### src/rtl/vga_timing_pkg.sv
// Shared raster timing constants: 640x480@60 defaults, a tiny simulation set, sync polarities.
package vga_timing_pkg;

  localparam int unsigned POS_W     = 10;
  localparam int unsigned MAX_TOTAL = 1 << POS_W;

  localparam bit SYNC_ACTIVE_LOW  = 1'b0;
  localparam bit SYNC_ACTIVE_HIGH = 1'b1;

  localparam int unsigned VGA_H_DISPLAY = 640;
  localparam int unsigned VGA_H_FRONT   = 16;
  localparam int unsigned VGA_H_SYNC    = 96;
  localparam int unsigned VGA_H_BACK    = 48;
  localparam int unsigned VGA_V_DISPLAY = 480;
  localparam int unsigned VGA_V_BOTTOM  = 10;
  localparam int unsigned VGA_V_SYNC    = 2;
  localparam int unsigned VGA_V_TOP     = 33;

  // 10 x 6 raster so whole frames take only 60 clocks.
  localparam int unsigned SIM_H_DISPLAY = 4;
  localparam int unsigned SIM_H_FRONT   = 2;
  localparam int unsigned SIM_H_SYNC    = 2;
  localparam int unsigned SIM_H_BACK    = 2;
  localparam int unsigned SIM_V_DISPLAY = 2;
  localparam int unsigned SIM_V_BOTTOM  = 1;
  localparam int unsigned SIM_V_SYNC    = 1;
  localparam int unsigned SIM_V_TOP     = 2;

endpackage

### src/rtl/vga_axis_counter.sv
// One raster axis: wrapping position counter with registered sync/active decodes.
module vga_axis_counter
  import vga_timing_pkg::*;
#(
  parameter int unsigned TOTAL      = 800,
  parameter int unsigned DISPLAY    = 640,
  parameter int unsigned SYNC_START = 656,
  parameter int unsigned SYNC_LEN   = 96,
  parameter bit          SYNC_POL   = SYNC_ACTIVE_LOW
) (
  input  logic             clk,
  input  logic             rst_n,
  input  logic             adv_i,
  output logic [POS_W-1:0] pos_o,
  output logic             sync_o,
  output logic             active_o,
  output logic             wrap_o
);

  localparam int unsigned      W       = POS_W + 1;
  localparam logic [POS_W-1:0] LAST    = POS_W'(TOTAL - 1);
  localparam logic [W-1:0]     SYNC_LO = W'(SYNC_START);
  localparam logic [W-1:0]     SYNC_HI = W'(SYNC_START + SYNC_LEN);
  localparam logic [W-1:0]     DISP_HI = W'(DISPLAY);

  logic [POS_W-1:0] pos_q, pos_d;
  logic             sync_q, sync_d;
  logic             active_q, active_d;
  logic [W-1:0]     pos_ext;

  assign wrap_o = (pos_q == LAST);

  always_comb begin
    pos_d = pos_q;
    if (adv_i) begin
      pos_d = wrap_o ? '0 : pos_q + POS_W'(1);
    end
  end

  // Decode the next position so the flops line up with the position being presented.
  always_comb begin
    pos_ext  = {1'b0, pos_d};
    sync_d   = ((pos_ext >= SYNC_LO) && (pos_ext < SYNC_HI)) ? SYNC_POL : ~SYNC_POL;
    active_d = (pos_ext < DISP_HI);
  end

  always_ff @(posedge clk or negedge rst_n) begin
    if (!rst_n) begin
      pos_q    <= LAST;
      sync_q   <= ~SYNC_POL;
      active_q <= 1'b0;
    end else begin
      pos_q    <= pos_d;
      sync_q   <= sync_d;
      active_q <= active_d;
    end
  end

  assign pos_o    = pos_q;
  assign sync_o   = sync_q;
  assign active_o = active_q;

endmodule

### src/rtl/vga_timing_gen.sv
// Pixel-clock raster timing generator: positions, syncs, visible flag, line/frame pulses
// and a frame counter that advances on entry into vertical blank.
module vga_timing_gen
  import vga_timing_pkg::*;
#(
  parameter int unsigned H_DISPLAY = VGA_H_DISPLAY,
  parameter int unsigned H_FRONT   = VGA_H_FRONT,
  parameter int unsigned H_SYNC    = VGA_H_SYNC,
  parameter int unsigned H_BACK    = VGA_H_BACK,
  parameter int unsigned V_DISPLAY = VGA_V_DISPLAY,
  parameter int unsigned V_BOTTOM  = VGA_V_BOTTOM,
  parameter int unsigned V_SYNC    = VGA_V_SYNC,
  parameter int unsigned V_TOP     = VGA_V_TOP,
  parameter bit          SYNC_POL  = SYNC_ACTIVE_LOW
) (
  input  logic             clk,
  input  logic             rst_n,
  input  logic             ce_i,
  output logic             hsync_o,
  output logic             vsync_o,
  output logic             display_on_o,
  output logic [POS_W-1:0] hpos_o,
  output logic [POS_W-1:0] vpos_o,
  output logic             line_start_o,
  output logic             frame_start_o,
  output logic [POS_W-1:0] frame_cnt_o
);

  localparam int unsigned      H_TOTAL  = H_DISPLAY + H_FRONT + H_SYNC + H_BACK;
  localparam int unsigned      V_TOTAL  = V_DISPLAY + V_BOTTOM + V_SYNC + V_TOP;
  localparam logic [POS_W-1:0] LAST_VIS = POS_W'(V_DISPLAY - 1);

  if (H_TOTAL > MAX_TOTAL || V_TOTAL > MAX_TOTAL) begin : g_bad_total
    $error("vga_timing_gen: H_TOTAL and V_TOTAL must not exceed 1024");
  end

  logic h_active, v_active, h_wrap, v_wrap, v_adv;
  logic line_start_q, line_start_d;
  logic frame_start_q, frame_start_d;
  logic [POS_W-1:0] frame_cnt_q, frame_cnt_d;

  assign v_adv = ce_i & h_wrap;

  vga_axis_counter #(
    .TOTAL      (H_TOTAL),
    .DISPLAY    (H_DISPLAY),
    .SYNC_START (H_DISPLAY + H_FRONT),
    .SYNC_LEN   (H_SYNC),
    .SYNC_POL   (SYNC_POL)
  ) u_h_axis (
    .clk      (clk),
    .rst_n    (rst_n),
    .adv_i    (ce_i),
    .pos_o    (hpos_o),
    .sync_o   (hsync_o),
    .active_o (h_active),
    .wrap_o   (h_wrap)
  );

  vga_axis_counter #(
    .TOTAL      (V_TOTAL),
    .DISPLAY    (V_DISPLAY),
    .SYNC_START (V_DISPLAY + V_BOTTOM),
    .SYNC_LEN   (V_SYNC),
    .SYNC_POL   (SYNC_POL)
  ) u_v_axis (
    .clk      (clk),
    .rst_n    (rst_n),
    .adv_i    (v_adv),
    .pos_o    (vpos_o),
    .sync_o   (vsync_o),
    .active_o (v_active),
    .wrap_o   (v_wrap)
  );

  // Wrap flags on the current position tell us the next position is column 0 / origin.
  always_comb begin
    line_start_d  = line_start_q;
    frame_start_d = frame_start_q;
    frame_cnt_d   = frame_cnt_q;
    if (ce_i) begin
      line_start_d  = h_wrap;
      frame_start_d = h_wrap & v_wrap;
      if (h_wrap && (vpos_o == LAST_VIS)) begin
        frame_cnt_d = frame_cnt_q + POS_W'(1);
      end
    end
  end

  always_ff @(posedge clk or negedge rst_n) begin
    if (!rst_n) begin
      line_start_q  <= 1'b0;
      frame_start_q <= 1'b0;
      frame_cnt_q   <= '0;
    end else begin
      line_start_q  <= line_start_d;
      frame_start_q <= frame_start_d;
      frame_cnt_q   <= frame_cnt_d;
    end
  end

  assign display_on_o  = h_active & v_active;
  assign line_start_o  = line_start_q;
  assign frame_start_o = frame_start_q;
  assign frame_cnt_o   = frame_cnt_q;

endmodule

### config.mk
export PLATFORM = sky130hd
export DESIGN_NAME = vga_timing_gen
export DESIGN_NICKNAME = d
export VERILOG_FILES = /design/src/rtl/vga_timing_pkg.sv /design/src/rtl/vga_axis_counter.sv /design/src/rtl/vga_timing_gen.sv
export SDC_FILE = /design/constraint.sdc
export NUM_CORES = 1
export LEC_CHECK = 0
export CORE_MARGIN = 5
export CORE_UTILIZATION = 40
export CTS_BUF_LIST = sky130_fd_sc_hd__clkbuf_8
export DETAILED_ROUTE_END_ITERATION = 16
export PLACE_DENSITY = 0.73
export SYNTH_ARGS = -nofsm -noshare
export SYNTH_HDL_FRONTEND = slang
export SYNTH_HIERARCHICAL = 1
export SYNTH_SLANG_ARGS = --single-unit
### constraint.sdc
create_clock -name clk -period 2.9 [get_ports clk]
set_clock_uncertainty 0.2 [all_clocks]
set_input_delay 0.435 -clock clk [delete_from_list [all_inputs] [get_ports clk]]
set_output_delay 0.435 -clock clk [all_outputs]
set_load 0.01 [all_outputs]
==> flow_summary.yaml <==
critical_path:
  startpoint_type: "flop"
  path_max_fanout: 8
  reg2reg_to: "u_v_axis/sync_o"
  worstPathArrival_ns: 2.50
  crit_chain: "ha_1 -> nand3_1 -> nor3_1 -> and2_2 -> nand4_1 -> nor4_1 -> xnor2_1 -> a21oi_2 -> nand4b_1"
  slowest_stage: "dfstp_2"
  crit_path_end_kind: "flop"
  critPathKind: "flop to flop"
  slowest_delay_ns: 0.59
  required_ns: 2.91
  reg2reg_depth: 9
  rrSetupSlack_ns: 0.41
  r2r-start: "u_h_axis/pos_o[0]"
cts:
  cts_setup_buffers: 0
  cts_root_buffer: "clkbuf_8"
  hold_buffers: 0
  htreeDepth: 2
  cts.path.max_buffers: 2
  ctsResizeCount: 0
  cts_tree: "done"
  cts.sinks: 36
  clk_latency_ns: 0.29
  path_clk_slew_ns: 0.08
  cts_buffers: 5
global_routing:
  grt_pass1_vias: 1503
  grtUsageTotal_pct: 14.7
  grt_pass1_wl_um: 7390
  grt_remaining_overflow: 0
  antenna_found_initial: 0
  grt_max_degree: 37
sta:
  finalCritPeriodShare_pct: 85.8
  hold_violations: 0
  rsz0062_at_grt: "false"
  finalSetupViolCount: 0
  worst_pin_slew_ns: 0.461
  final.setup.worst_slack_ns: 0.412
  max_freq_mhz: 402
  timing.hold.ws_ns: 0.271
  fin_tns_setup_ns: 0
  fin_crit_ns: 2.49
  report.final.slew_viol_count: 0
  max_slew_margin_pct: 69.2
logic_synthesis:
  ys_async_sr_fraction_pct: 100
  synth.most_common_cell: "dfrtp_1"
  ys_types: 46
  synth_seq_cells: 36
  netlist_top_cells_count: "dfrtp_1 (24), nand2_1 (19), xnor2_1 (16)"
  synth_top_cell_area_share_pct: 30.1
  syn_avg_cell_area_sq_um: 10.6
  synth_edf_count: 0
  syn_nets: 195
  synth.area.top_cells: "dfrtp_1 (30%), dfstp_2 (16%), xnor2_1 (7.0%)"
  yosysSeqAreaShare_pct: 45.9
  postSynthCellCount: 188
  synthFlopType: "dfrtp_1"
  yosys_warnings: 6
  syn_area_sq_um: 2000
  yosysTopAreaCell: "dfrtp_1"
routing:
  drcViolationCount: 0
  detail_route.wl_per_cell_um: 14.2
  firstDrtPassIters: 4
  postRouteAntennaNets: 0
  vias: 1557
  drt_iter0_markers: 117
  routed_wl_um: 4240
  drt-vias-per-instance: 5.21
placement:
  place_ws_ns: 0.266
  place_congestion: 0.872
  dpl.hpwl_um: 3030
  dp.cells: 291
  numPortBuffers: 37
power_and_ir_drop:
  p_int_mw: 0.940
  p_seq_share_pct: 48.9
  ir_worst_vdd_mv: 0.281
  pwr-share-clk_pct: 33.0
  p_sw_share_pct: 27.3
  switching_power_mw: 0.352
  p_leak_nw: 1.07
  power_density_nw_per_um2: 508
  power_frac_comb_pct: 18.1
hold_path:
  min_path_cells: 1
  min_from: "frame_cnt_o[9]"
  worstHoldEndpoint: "frame_cnt_o[9]"
  worstHoldPathType: "flop to flop"
final_layout:
  multi_input_area_sq_um: 1000
  nFillCells: 439
  instances_no_fill: 299
  area_growth_pct: 27.3
  diodes: 0
  seqCellArea_sq_um: 916
  drive_gt1_share_pct: 15.1
  fin_nets: 238
floorplanning:
  ios: 38
  core_area_sq_um: 4790
  fp.dieW_um: 80.7
  fp.dieArea_sq_um: 6510
  die_h_um: 80.7
  fp-row-count: 25
  start_util_pct: 41.7
run_status:
  status: "completed"
job:
  maxCapViolations: 0
## power groups by stage
stage | Clock (mW) | Combinational [mW] | Sequential [mW]
final | 0.427 | 0.234 | 0.631
after global routing | 0.459 | 0.257 | 0.645
after CTS | 0.442 | 0.236 | 0.631
after detailed placement | 0 | 0.235 | 0.639
after global placement | 0 | 0.230 | 0.640
after floorplan | 0 | 0.160 | 0.623
## layout make-up
| cell class | count | area share, % |
|---|---|---|
| clock buffers | 5 | 2.71 |
| well taps | 67 | 3.30 |
| inverters | 7 | 1.03 |
| multi-input cells | 139 | 39.4 |
| repair buffers | 42 | 16.0 |
| clock inverters | 3 | 1.53 |
| flip-flops and latches | 36 | 36.0 |
## state kept, by name, summed over array words and instances (netlist names)
name               cells
frame_cnt_o           10
u_v_axis/active_o      1
u_h_axis/active_o      1
u_v_axis/sync_o        1
u_h_axis/sync_o        1
u_v_axis/pos_o        10
line_start_o           1
u_h_axis/pos_o        10
frame_start_o          1
## layer usage
metal,share of wire (%),GRT usage [%],routed length (um),vias to the layer above
met4,1.5,5.07,63,0
met3,5.0,3.70,214,6
li1,-,-,-,764
met5,0,0,0,-
met1,48,20.1,2020,746
met2,46,22.4,1950,41
## logic make-up (layout without fill, tap and decap cells)
kind of cell	count (synthesis)	count (layout)	synth area share (%)
DFF	36	36	45.9
adders and majority gates	4	4	2.51
muxes	2	2	1.13
xor gates and xnor gates	23	23	10.1
and+or+nand+nor	86	86	28.9
buffers and inverters	13	57	4.01
AOI/OAI and AO/OA	24	24	7.52
## layout by cell type, fill, tap and decap left out, drive strengths merged, types with 2 or more instances in the layout
cell type,netlist,routed
a31oi,3,3
nand2,19,19
dfstp,12,12
dfrtp,24,24
o21ai,6,6
nand2b,4,4
and3,2,2
nand4b,4,4
xnor2,16,16
nand4,10,10
and4,6,6
or2,2,2
clkdlybuf4s50,0,37
buf,6,5
mux2,2,2
and2,4,4
ha,4,4
nor2,9,9
a21oi,6,6
nand3,11,11
clkbuf,0,5
xor2,7,7
nor3,5,5
inv,7,8
nor4,4,4
o22ai,3,3
## metrics by stage
step / util (%) / power, mW / area [sq um]
floorplan: - / 0.784 / 2000
global placement: 50.9 / 0.870 / 2430
detailed placement: 50.9 / 0.874 / 2430
CTS: 53.1 / 1.31 / 2540
global route: 53.1 / 1.36 / 2540
finish: 53.1 / 1.29 / 2540
## worst max path at each step
stage | startpoint | to | slack (ns) | cells after the start
4_1_cts | u_h_axis/pos_o[4] | u_v_axis/sync_o | 0.42 | 8
5_1_grt | u_h_axis/pos_o[0] | u_v_axis/sync_o | 0.21 | 9
3_5_place_dp | ce_i | u_v_axis/sync_o | 0.27 | 7
2_1_floorplan | u_h_axis/pos_o[0] | u_v_axis/sync_o | 0.19 | 9
6_report | u_h_axis/pos_o[0] | u_v_axis/sync_o | 0.41 | 9
3_3_place_gp | ce_i | u_v_axis/sync_o | 0.35 | 8
## critical path: cells and delay by family (launching register included)
family                     cells  cell delay [ns]
xor gates and xnor gates       1             0.19
and+or+nand+nor                6             1.14
AOI/OAI and AO/OA              1             0.07
adders and majority gates      1             0.24
DFF                            1             0.59
(Power assumes the default switching activity.)
==> edit 1 (same flow settings) <==
The package constant `POS_W` goes from 10 to 12.
--- a/src/rtl/vga_timing_pkg.sv
+++ b/src/rtl/vga_timing_pkg.sv
@@ -2,5 +2,5 @@
 package vga_timing_pkg;
 
-  localparam int unsigned POS_W     = 10;
+  localparam int unsigned POS_W     = 12;
   localparam int unsigned MAX_TOTAL = 1 << POS_W;
 
Ports: changed (resized frame_cnt_o, hpos_o and vpos_o); port bits go from 38 to 44. The function was not compared with the original's and may differ.
==> edit 1 against the unedited design <==
- worst setup slack got worse by 300 ps
- sequential cell count rose by 6
- wire length rose by 28%
- cell area rose by 19%
- highest routed layer unchanged
- combinational power fell by 14%
- worst hold slack got worse by 210 ps
- total power fell by 1.4%
- largest cell class unchanged
- count of clock-buffer cells in the layout did not move
- via count rose by 23%
- critical endpoint unchanged
- area after synthesis rose by 16%
==> edit 1: results (changes against the unedited design) <==
Drt
  – Vias after detailed routing: 1909 (+23%)
  – Met2 wire length: 2560 um (+31%)
  – Wire length on met1: 2490 um (+23%)
  – Final wirelength: 5430 um (+28%)
  – Drt initial violations: 86 (-26%)
  – Wirelength per Cell: 15.2 um (+7.4%)

Logic synthesis
  – Yosys cell types: 53 (+15%)
  – Cells after Synth: 226 (+20%)
  – Seq/Total Area, Yosys: 0.459 (+0.000653)
  – Post-synth top cells: dfrtp_1, nand2_1, xnor2_1, nand3_1, dfstp_2
  – Post-synthesis xor/xnor area fraction: 0.0981 (-0.00276)
  – Top cells by area, synth: dfrtp_1, dfstp_2, xnor2_1
  – Complex-gate fraction of the synthesized area: 0.0749 (-0.000255)
  – Adder-cell share of the synthesized area: 0.0216 (-0.00350)

Power
  – P_int: 915 uW (-2.6%)
  – Combinational Power Share: 0.158 (-0.023)
  – VDD IR max: 0.000280 V (-0.57%)
  – Lkg Pwr: 1.34 nW (+24%)
  – Combinational gate power: 202 uW (-14%)

Placed design
  – IO buf count: 43 (+16%)
  – Placed insts: 347 (+19%)
  – Global placer's final weighted congestion: 0.841 (-3.6%)
  – Place WS: -30.7 ps (-297 ps)
  – Placement Cell Area: 2920 um^2 (+20%)
  – Hpwl dp: 3900 um (+29%)

Cells and area
  – Share of cells above drive strength 1: 0.211 (+0.0604)
  – Nets: 290 (+22%)
  – Antenna diodes: 0 (unchanged)
  – Fill cells: 497 (+13%)

Worst setup path
  – CP max FO: 4 (-4)
  – Max stage delay on crit path: 560 ps (-30 ps)

Global routing
  – Routing usage on met3: 0.0314 (-0.00563)
  – Global-route wire length before repair: 9470 um (+28%)
  – Largest net degree at the start of global routing: 43 (+16%)
  – Met2 Track Usage GR: 0.252 (+0.0279)
  – GR Util met1: 0.212 (+0.0115)
  – Vias in the first global route: 1975 (+31%)
  – All-layer global routing usage: 0.159 (+0.0119)

Timing
  – Max-slew headroom: 0.374 (-0.318)

Min path
  – Hold Crit Class: in2async

Status
  – Outcome: complete, no violations
## edit 1: path summary, 6_finish.rpt
kind	startpoint	to	slack, ps	cells past startpoint
setup reg to reg	u_h_axis/pos_o[1]	u_v_axis/sync_o	110	10
hold reg to reg	frame_cnt_o[11]	frame_cnt_o[11]	280	1
max in group asynchronous	rst_n	frame_cnt_o[1]	1830	1
hold / removal	rst_n	u_h_axis/pos_o[6]	60	1
setup / recovery	u_h_axis/pos_o[1]	u_v_axis/sync_o	110	10
min in group clk	frame_cnt_o[11]	frame_cnt_o[11]	280	1
## edit 1: cell type report
cell class	count	area, um^2	share of cell area
clock buffers	5	68.8	0.0227
clock inverters	3	21.3	0.00700
inverters	11	43.8	0.0144
multi-input cells	164	1200	0.396
flip-flops and latches	42	1070	0.351
well taps	72	90.1	0.0297
repair buffers	59	546	0.180
## edit 1: what timing repair did
action,in CTS,in global routing
setup endpoints to repair,2,2
buffers inserted,0,1
resized for setup,0,4
pin swaps,1,2
==> edit 2 (same flow settings) <==
Without the edit above. Make the reset (`rst_n`) synchronous in 2 clocked blocks.
--- a/src/rtl/vga_axis_counter.sv
+++ b/src/rtl/vga_axis_counter.sv
@@ -45,5 +45,5 @@
   end
 
-  always_ff @(posedge clk or negedge rst_n) begin
+  always_ff @(posedge clk) begin
     if (!rst_n) begin
       pos_q    <= LAST;
--- a/src/rtl/vga_timing_gen.sv
+++ b/src/rtl/vga_timing_gen.sv
@@ -88,5 +88,5 @@
   end
 
-  always_ff @(posedge clk or negedge rst_n) begin
+  always_ff @(posedge clk) begin
     if (!rst_n) begin
       line_start_q  <= 1'b0;
Behaviour: differs if rst_n is asserted again (counterexample within 4 cycles, from zero or initial values and one cycle with rst_n low); with rst_n held inactive, the same outputs for 10 cycles.
==> edit 2 against the unedited design <==
- wire length increased by 11%
- die area is 1.7% higher
- critical path depth unchanged
- sequential cell count is the same
- global-route usage grew 1.0 points
- count of clock-buffer cells in the layout stayed put
- fmax down 7.0%
- worst setup slack got worse by 190 ps
- via count increased by 16%
- area after synthesis is 1.9% higher
- core utilization decreased by 0.40 points
- sequential share of layout area down 8.7 points
- cell area is 3.9% higher
- critical path type unchanged
Power is not compared: it rests on default switching activity, and its combinational part moved more than twofold at a synthesized area within 25%.
==> edit 2: results (changes against the unedited design) <==
Status
  – Outcome: complete, no violations

Cells and area
  – Nets: 290 (+22%)
  – Final std cells w/o fill: 353 (+18%)
  – Share of cells above drive strength 1: 0.141 (-0.00952)
  – Fill cells: 500 (+14%)

Logic synthesis
  – Yosys cell types: 56 (+22%)
  – Top cells by area, synth: dfxtp_1, xnor2_1, nand2_1
  – Async SR Flop Fraction: 0 (-1.00)
  – Cells after Synth: 235 (+25%)
  – Seq/Total Area, Yosys: 0.354 (-0.105)
  – Most used DFF post-synth: dfxtp_1
  – Syn nets: 242 (+24%)
  – Post-synth top cells: dfxtp_1, nand2_1, nor2_1, o21ai_0

Timing
  – Fin crit share: 0.922 (+0.0641)
  – Tightest Pin Transition: 454 ps (-7.02 ps)
  – Fin Hold WS: 263 ps (-7.88 ps)

Min path
  – Worst Hold Depth: 2 (+1)
  – Hold path endpoint: frame_start_o
  – Hold wc startpoint: frame_start_o

Placed design
  – Placement Cell Area: 2550 um^2 (+4.8%)
  – Global placer's final weighted congestion: 0.896 (+2.8%)
  – Place WS: 76.2 ps (-190 ps)
  – Hpwl dp: 3510 um (+16%)

Drt
  – Final wirelength: 4700 um (+11%)
  – Vias per inst: 5.11 (-1.9%)
  – Drt initial violations: 81 (-31%)

Global routing
  – All-layer global routing usage: 0.157 (+0.0101)
  – Largest net degree at the start of global routing: 17 (-54%)
  – Global-route wire length before repair: 8090 um (+9.5%)
  – Vias in the first global route: 1753 (+17%)

Worst setup path
  – Max stage delay on crit path: 470 ps (-120 ps)
  – Worst Setup EP: u_v_axis/sync_o
  – Crit path DAT: 2630 ps (+130 ps)
  – Critical-path top delay cell: or4_1
  – CP max FO: 3 (-5)
  – Cells on worst reg2reg path: 9 (unchanged)

Clock network
  – CTS buffer count: 5 (unchanged)

Power
  – P_int: 1.10 mW
edit 2: changes by cell type in the layout (fill, tap and decap cells not counted), sizes merged, moves of 5 or more:
| cell | delta |
|---|---|
| nor2 | +9 |
| or3 | +6 |
| o21ai | +10 |
| dfxtp | +36 |
| dfstp | -12 |
| buf | +12 |
| xnor2 | -5 |
| dfrtp | -24 |
edit 2: kinds of logic after synthesis:
| kind of cell | count (synthesis) | synth area share |
|---|---|---|
| and+or+nand+nor | 105 | 0.331 |
| AOI/OAI and AO/OA | 42 | 0.132 |
| DFF | 36 | 0.354 |
| buffers and inverters | 25 | 0.0565 |
| xor gates and xnor gates | 18 | 0.0774 |
| muxes | 5 | 0.0252 |
| adders and majority gates | 4 | 0.0246 |
edit 2: repair_timing:
action	in CTS	in global routing
hold buffers	0	0
gates resized for setup	0	3
endpoints found under the setup margin	0	2
setup buffers	0	0
edit 2: worst reg2reg max path: stages, from the launching register on:
cell,delay [ps]
dfxtp_1,340
ha_1,190
nand4_1,120
nor4_2,280
and2_1,200
nand4_1,130
or3_1,370
o2111ai_1,100
o211ai_1,140
or4_1,470
edit 2: final cells by class:
| type | count | area share |
|---|---|---|
| clock buffer | 5 | 0.0261 |
| inverter | 12 | 0.0171 |
| clock inverter | 2 | 0.00474 |
| timing repair buffer | 54 | 0.189 |
| sequential | 36 | 0.273 |
| multi-input combinational | 174 | 0.458 |
| tap | 70 | 0.0332 |
edit 2: routing by layer:
| layer | share of wire | track usage | vias to the layer above |
|---|---|---|---|
| met5 | 0 | 0 | - |
| met4 | 0.0081 | 0.0473 | 0 |
| met3 | 0.040 | 0.0421 | 4 |
| met2 | 0.47 | 0.248 | 41 |
| met1 | 0.48 | 0.208 | 827 |
| li1 | - | - | 931 |
